==> src/rtl/gray_pkg.sv <==
// Shared types and helpers for the Gray-code receive path.
package gray_pkg;

  localparam int unsigned ERR_CNT_W  = 8;
  localparam int unsigned GRAY_MAX_W = 32;

  typedef enum logic [1:0] {IDLE, ACQUIRE, LOCKED} state_t;
  typedef enum logic [1:0] {HOLD, UP, DOWN, BAD} step_t;

  // Zero-extended Gray input decodes to the zero-extended binary value,
  // so callers of any WIDTH <= GRAY_MAX_W can cast in and truncate out.
  function automatic logic [GRAY_MAX_W-1:0] gray2bin(input logic [GRAY_MAX_W-1:0] g);
    logic [GRAY_MAX_W-1:0] b;
    b = g;
    for (int i = GRAY_MAX_W - 2; i >= 0; i--) begin
      b[i] = b[i+1] ^ g[i];
    end
    return b;
  endfunction

endpackage

==> src/rtl/gray_step_classify.sv <==
// Decodes a Gray sample and classifies its step against the previous binary value.
module gray_step_classify
  import gray_pkg::*;
#(
  parameter int unsigned WIDTH = 4
) (
  input  logic [WIDTH-1:0] gray_in,
  input  logic [WIDTH-1:0] prev_bin,
  output logic [WIDTH-1:0] bin_c,
  output step_t            step_c
);

  logic [WIDTH-1:0] diff;

  // Modular difference: +1 and -1 both wrap naturally at 2^WIDTH.
  always_comb begin
    bin_c = WIDTH'(gray2bin(GRAY_MAX_W'(gray_in)));
    diff  = bin_c - prev_bin;
    if (diff == '0) begin
      step_c = HOLD;
    end else if (diff == WIDTH'(1)) begin
      step_c = UP;
    end else if (diff == '1) begin
      step_c = DOWN;
    end else begin
      step_c = BAD;
    end
  end

endmodule

==> src/rtl/gray_decoder.sv <==
// Gray-to-binary receiver with step legality checking, lock tracking and error count.
module gray_decoder
  import gray_pkg::*;
#(
  parameter int unsigned WIDTH  = 4,
  parameter int unsigned LOCK_N = 3
) (
  input  logic                 clk,
  input  logic                 rst,
  input  logic                 clr,
  input  logic                 valid_in,
  input  logic [WIDTH-1:0]     gray_in,
  output logic                 valid_out,
  output logic [WIDTH-1:0]     bin_out,
  output logic                 dir,
  output logic                 step_err,
  output logic                 locked,
  output logic [ERR_CNT_W-1:0] err_cnt
);

  localparam int unsigned GOOD_W = $clog2(LOCK_N + 1);

  state_t               state, state_d;
  logic [GOOD_W-1:0]    good_cnt, good_d;
  logic [ERR_CNT_W-1:0] err_d;
  logic [WIDTH-1:0]     bin_d;
  logic                 dir_d, valid_d, step_err_d;
  logic [WIDTH-1:0]     bin_c;
  step_t                step_c;

  // bin_out doubles as the previous accepted sample.
  gray_step_classify #(.WIDTH(WIDTH)) u_classify (
    .gray_in  (gray_in),
    .prev_bin (bin_out),
    .bin_c    (bin_c),
    .step_c   (step_c)
  );

  always_ff @(posedge clk or negedge rst) begin
    if (!rst) begin
      state     <= IDLE;
      good_cnt  <= '0;
      err_cnt   <= '0;
      bin_out   <= '0;
      dir       <= 1'b1;
      valid_out <= 1'b0;
      step_err  <= 1'b0;
      locked    <= 1'b0;
    end else begin
      state     <= state_d;
      good_cnt  <= good_d;
      err_cnt   <= err_d;
      bin_out   <= bin_d;
      dir       <= dir_d;
      valid_out <= valid_d;
      step_err  <= step_err_d;
      locked    <= (state_d == LOCKED);
    end
  end

  always_comb begin
    state_d    = state;
    good_d     = good_cnt;
    err_d      = err_cnt;
    bin_d      = bin_out;
    dir_d      = dir;
    valid_d    = 1'b0;
    step_err_d = 1'b0;

    if (clr) begin
      state_d = IDLE;
      good_d  = '0;
      err_d   = '0;
    end else if (valid_in) begin
      valid_d = 1'b1;
      bin_d   = bin_c;
      case (state)
        IDLE: begin
          state_d = ACQUIRE;
          good_d  = '0;
        end
        ACQUIRE, LOCKED: begin
          case (step_c)
            UP, DOWN: begin
              dir_d = (step_c == UP);
              if (state == ACQUIRE) begin
                good_d = good_cnt + GOOD_W'(1);
                if (good_d >= GOOD_W'(LOCK_N)) begin
                  state_d = LOCKED;
                end
              end
            end
            BAD: begin
              step_err_d = 1'b1;
              good_d     = '0;
              state_d    = ACQUIRE;
              if (err_cnt != '1) begin
                err_d = err_cnt + ERR_CNT_W'(1);
              end
            end
            default: ;
          endcase
        end
        default: begin
          state_d = IDLE;
          good_d  = '0;
        end
      endcase
    end
  end

endmodule

==> config.mk <==
export PLATFORM = sky130hd
export DESIGN_NAME = gray_decoder
export DESIGN_NICKNAME = d
export VERILOG_FILES = /design/src/rtl/gray_pkg.sv /design/src/rtl/gray_step_classify.sv /design/src/rtl/gray_decoder.sv
export SDC_FILE = /design/constraint.sdc
export NUM_CORES = 1
export LEC_CHECK = 0
export ABC_AREA = 1
export BUFFER_PORTS_ARGS = -buffer_cell sky130_fd_sc_hd__buf_4
export CORE_ASPECT_RATIO = 1.2
export CORE_UTILIZATION = 55
export DETAILED_ROUTE_END_ITERATION = 6
export PLACE_DENSITY_LB_ADDON = 0.3
export SETUP_SLACK_MARGIN = 0.02
export SKIP_CTS_REPAIR_TIMING = 1
export SYNTH_ARGS = -nofsm -noshare
export SYNTH_HDL_FRONTEND = slang
export SYNTH_SLANG_ARGS = --single-unit
==> constraint.sdc <==
create_clock -name clk -period 2.9 [get_ports clk]
set_clock_uncertainty 0.2 [all_clocks]
set_input_delay 0.29 -clock clk [delete_from_list [all_inputs] [get_ports clk]]
set_output_delay 0.29 -clock clk [all_outputs]
set_load 0.05 [all_outputs]
==> metrics, run 1 <==
status complete, no violations; Routability Congestion 0.843; Crit Path Category input port to flip-flop; XOR/XNOR Fraction of Synth Area 0.0395; total congestion overflow 0; final hold vios 0; worst min path class input port to flip-flop; Mean Syn Cell Area 7.39 sq um; IO Pins 24; Final Util 0.728; worst hold path depth 4; largest net degree at the start of global routing 21; VDD IR-drop max ~370 uV; Layout Nets 235; area of the multi-input gates roughly 740 sq um; initial core utilization 0.583; Setup WS post-layout between 200 and 250 ps; met2 Usage GRT 0.425; Row Count 19; Arr. time, crit path 2690 ps; Leakage 0.958 nW; share of cells above drive strength 1 0.238; Die Width 46.9 um; Gate Count Post-Synth 180; Worst setup EP type flip-flop; post-route ant nets 0; DP Worst Slack -222 ps; compound-gate portion of the synthesized area 0.0395; antenna cells 0; pwr dens ~470 nW/um^2; area grow syn2layout 24.8%; dpl hpwl 2210 um; CORE AREA 2280 sq um; most frequent cells in the layout nand2_1, buf_4, inv_1; adder-cell share of the synthesized area 0.119; simple logic cell fraction of the synthesized area 0.336; post-synth cell types 23; initial antenna violation count 0; Max-Cap Viols 0; Most Used Layer, Global Route met2; clock slew at the register clock pins of the worst setup and hold paths 110 ps; clock latency on the worst-skew pair approximately 300 ps; # fillers ~180; GRT Total Usage 0.243; input/output buffers 23; Final Cycle Share 0.927; CTS buffer count 3; Iter 0 DRT Violations 37; Setup TNS 0 ps; Max Slew Vio Count 0; Die ar. between 2000 and 3000 sq um; routed len/inst 11.2 um; fmax 372 MHz; sequential element share of the synthesized area 0.377; clock sink count 20; flops & latches, synth 20; routed vias/inst 4.99; Yosys warning total 0; CTS tree yes; slew of the pin with the lowest slew margin 260 ps; setup violators final 0; Die H between 50 and 60 um; met1 usage 0.281; First-pass DRT Iterations 4; multiplexer share of the synthesized area 0; CP Max Fanout 7; commonest non-fill, non-tap cell in the layout nand2_1; Clock Tree Root clkbuf_4; Clock Tree Buf Depth 2; Mapped Area between 1000 and 1500 sq um; largest family of logic cells by synthesized area simple AND/OR/NAND/NOR gates; met3 global-route usage 0.0357; WL final approximately 2700 um; unrepaired setup endpoints after global routing false; residual DRC count 0; critical path data required time 2900 ps; CP Launch Type input port; Worst slew margin 0.827; vias in the first global route 1,181; Overall Power 0.000773 W; R2R cell count 16; Synth Net Count 200; register area 502 sq um; first-pass GRT wire length approximately 4700 um; CTS HTree Levels 1; via count approximately 1,200; Tmin final 2690 ps
-- sequential cells by signal (all words and copies together) (netlist names) --
name	count
err_cnt	8
good_cnt	2
state	2
locked	1
dir	1
bin_out	4
valid_out	1
step_err	1
-- metal layers --
layer | share of wire | wire length (um)
met5 | 0 | 0
met4 | 0.014 | 39
met3 | 0.034 | 92
met2 | 0.53 | 1460
met1 | 0.42 | 1160
-- Yosys cell counts --
cell,n,area [sq um]
inv_4,2,12.5
fa_1,1,20.0
nand3_2,1,10.0
nand2_2,1,6.26
xnor2_1,1,8.76
o21ai_0,2,10.0
dfrtp_1,19,475
nand4_1,3,18.8
buf_2,1,5.00
nand2_4,2,22.5
ha_1,11,138
nand3_1,17,85.1
nand2_1,59,221
dfstp_2,1,26.3
xor2_1,5,43.8
clkinv_1,1,3.75
a21oi_1,1,5.00
o21ai_1,5,25.0
inv_1,23,86.3
nand3b_1,3,22.5
nor2_1,16,60.1
a31oi_1,2,12.5
inv_2,3,11.3
-- path summary, 6_finish.rpt --
path / start / slack, ps / end
max: gray_in[3] / 210 / err_cnt[5]$_DFFE_PN0P_
min: clr / 90 / err_cnt[3]$_DFFE_PN0P_
max reg2reg: bin_out[0]$_DFFE_PN0P_ / 350 / err_cnt[5]$_DFFE_PN0P_
min reg2reg: dir$_DFFE_PN1P_ / 290 / dir$_DFFE_PN1P_
max in group asynchronous: rst / 2040 / dir$_DFFE_PN1P_
min in group asynchronous: rst / 200 / err_cnt[7]$_DFFE_PN0P_
-- layout make-up --
class	instances	share of cell area
sequential	20	0.302
inverter	29	0.0686
timing repair buffer	31	0.142
clock buffer	4	0.0158
tap	31	0.0234
multi-input combinational	130	0.448
-- critical path, stage by stage --
cell and delay, ps:
buf_4 120, inv_2 50, nand2_1 60, nand2_1 80
nand2_1 60, nand2_1 70, nand2_1 50, nand2_1 70
inv_1 40, ha_1 180, inv_2 70, fa_2 460
nand2_1 90, nor2_1 40, nand3_1 80, nand2_1 70
inv_1 120, ha_4 150, nand2_1 70, nor2_2 100
nand2_2 80, nand2_4 100, inv_4 60, nand2_1 70
nand2_1 60
-- power breakdown --
part | switching (W) | total (W) | internal [W]
combinational | 0.000201 | 0.000322 | 0.000121
sequential | 0.0000140 | 0.000313 | 0.000299
clock | 0.0000842 | 0.000138 | 0.0000536
total | 0.000299 | 0.000773 | 0.000474
-- stage by stage --
stage,instance area (sq um),instances,hold WS (ps)
floorplan,1330,180,-206
global placement,1590,240,-18.5
detailed placement,1590,240,-16.5
CTS,1620,244,-348
global route,1660,245,93.8
finish,1660,245,94.4
-- logic make-up after synthesis --
group	after synthesis
and+or+nand+nor	102
DFF	20
AOI/OAI and AO/OA	10
buffers and inverters	30
adders and majority gates	12
xor gates and xnor gates	6
Power figures use the tool's default switching activity.
==> run 2, diff against run 1 <==
--- a/config.mk
+++ b/config.mk
@@ -11,6 +11,7 @@
 export CORE_UTILIZATION = 55
 export DETAILED_ROUTE_END_ITERATION = 6
 export PLACE_DENSITY_LB_ADDON = 0.3
+export RECOVER_POWER = 25
 export SETUP_SLACK_MARGIN = 0.02
 export SKIP_CTS_REPAIR_TIMING = 1
 export SYNTH_ARGS = -nofsm -noshare
==> run 2 against run 1 <==
Against the previous run: global-route usage is the same; sequential cell count is the same; final area shrank 0.23%; critical path depth is the same; die area is the same.
==> metrics, run 2 (synthesis gave the netlist of run 1 again) <==
status complete, no violations; Die Width 46.9 um; area grow syn2layout 24.6%; CP Max Fanout 7; CTS HTree Levels 1; Worst slew margin 0.275; Clock power frac 0.178; Layout Nets 235; GRT Total Usage 0.243; final hold vios 0; Setup TNS 0 ps; Row Count 19; Largest regs err_cnt (8), bin_out (4); Max Slew Vio Count 0; Arr. time, crit path 2690 ps; routed len/inst 11.2 um; Die ar. 2620 sq um; Overall Power 0.000772 W; antenna cells 0; pwr dens 466 nW/um^2; initial antenna violation count 0; Pint 0.000474 W; Final Cell Area ~1700 sq um; vias in the first global route 1,181; WL final 2740 um; Iter 0 DRT Violations 37; Sw Pwr 0.000299 W; dpl hpwl ~2200 um; largest net degree at the start of global routing 21; Tmin final 2690 ps; residual DRC count 0; most frequent cells in the layout nand2_1, buf_4, inv_1; clock latency on the worst-skew pair 300 ps; routed vias/inst 4.99; Crit Path Category input port to flip-flop; CTS buffer count 3; CP Launch Type input port; Clock Tree Buf Depth 2; critical path data required time 2900 ps; dpl cell area 1590 sq um; First-pass DRT Iterations 4; max reg flops 8; post-route ant nets 0; Final Cycle Share 0.926; power share of the sequential group 0.406; Die H 55.9 um; Combinational Power Share 0.416; input/output buffers 23; unrepaired setup endpoints after global routing false; Leakage 0.955 nW; total congestion overflow 0; fmax approximately 370 MHz; first-pass GRT wire length 4650 um; Reg with most FFs err_cnt; worst min path class input port to flip-flop; slew of the pin with the lowest slew margin 1090 ps; via count 1,223; Clock Tree Root clkbuf_4; VDD IR-drop max 372 uV; Worst setup EP type flip-flop; met1 usage 0.281; CTS tree yes; IO Pins 24; CORE AREA 2280 sq um; sw frac 0.387; initial core utilization 0.583; clock sink count 20; share of cells above drive strength 1 0.234; Most Used Layer, Global Route met2; setup violators final 0; Max-Cap Viols 0; commonest non-fill, non-tap cell in the layout nand2_1; Routability Congestion 0.843; clock slew at the register clock pins of the worst setup and hold paths 110 ps; met3 global-route usage 0.0357; met2 Usage GRT 0.425
[run 2: layout make-up]
type	instances	area [sq um]
clock buffer	4	26.3
multi-input combinational	130	744
fill	185	626
sequential	20	502
timing repair buffer	31	231
tap	31	38.8
inverter	29	114
[run 2: per-layer routing]
| layer | vias to the layer above | share of wire |
|---|---|---|
| li1 | 630 | - |
| met1 | 563 | 0.42 |
| met2 | 26 | 0.53 |
| met3 | 4 | 0.034 |
| met4 | 0 | 0.014 |
| met5 | - | 0 |
[run 2: path summary, 6_finish.rpt]
kind	startpoint	to	slack, ps	depth (start not counted)
setup reg to reg	bin_out[0]$_DFFE_PN0P_	err_cnt[5]$_DFFE_PN0P_	350	16
min in group asynchronous	rst	err_cnt[7]$_DFFE_PN0P_	500	2
hold reg to reg	dir$_DFFE_PN1P_	dir$_DFFE_PN1P_	290	2
max in group asynchronous	rst	good_cnt[1]$_DFFE_PN0P_	1350	2
setup / recovery	gray_in[3]	err_cnt[5]$_DFFE_PN0P_	210	25
hold / removal	clr	err_cnt[3]$_DFFE_PN0P_	90	4
[run 2: through the flow]
step | setup WS (ps) | hold slack (ps) | utilization | instances
after floorplan | 145 | -206 | - | 180
after global placement | -84.9 | -18.5 | 0.696 | 240
after detailed placement | -222 | -16.5 | 0.696 | 240
after CTS | 69.8 | -348 | 0.708 | 244
after global routing | 22.3 | 93.8 | 0.726 | 245
final | 213 | 94.4 | 0.726 | 245
[run 2: critical path, stage by stage]
cell     delay, ps
buf_4          120
inv_2           50
nand2_1         60
nand2_1         80
nand2_1         60
nand2_1         70
nand2_1         50
nand2_1         70
inv_1           40
ha_1           180
inv_2           70
fa_2           460
nand2_1         90
nor2_1          40
nand3_1         80
nand2_1         70
inv_1          120
ha_4           150
nand2_1         70
nor2_2         100
nand2_2         80
nand2_4        100
inv_4           60
nand2_1         70
nand2_1         60
[run 2: power groups by stage]
stage	Sequential, W	Combinational, W	Clock [W]
2_1_floorplan	0.000372	0.000146	0
3_3_place_gp	0.000318	0.000287	0
3_5_place_dp	0.000319	0.000297	0
4_1_cts	0.000313	0.000299	0.000141
5_1_grt	0.000315	0.000355	0.000154
6_report	0.000313	0.000321	0.000138
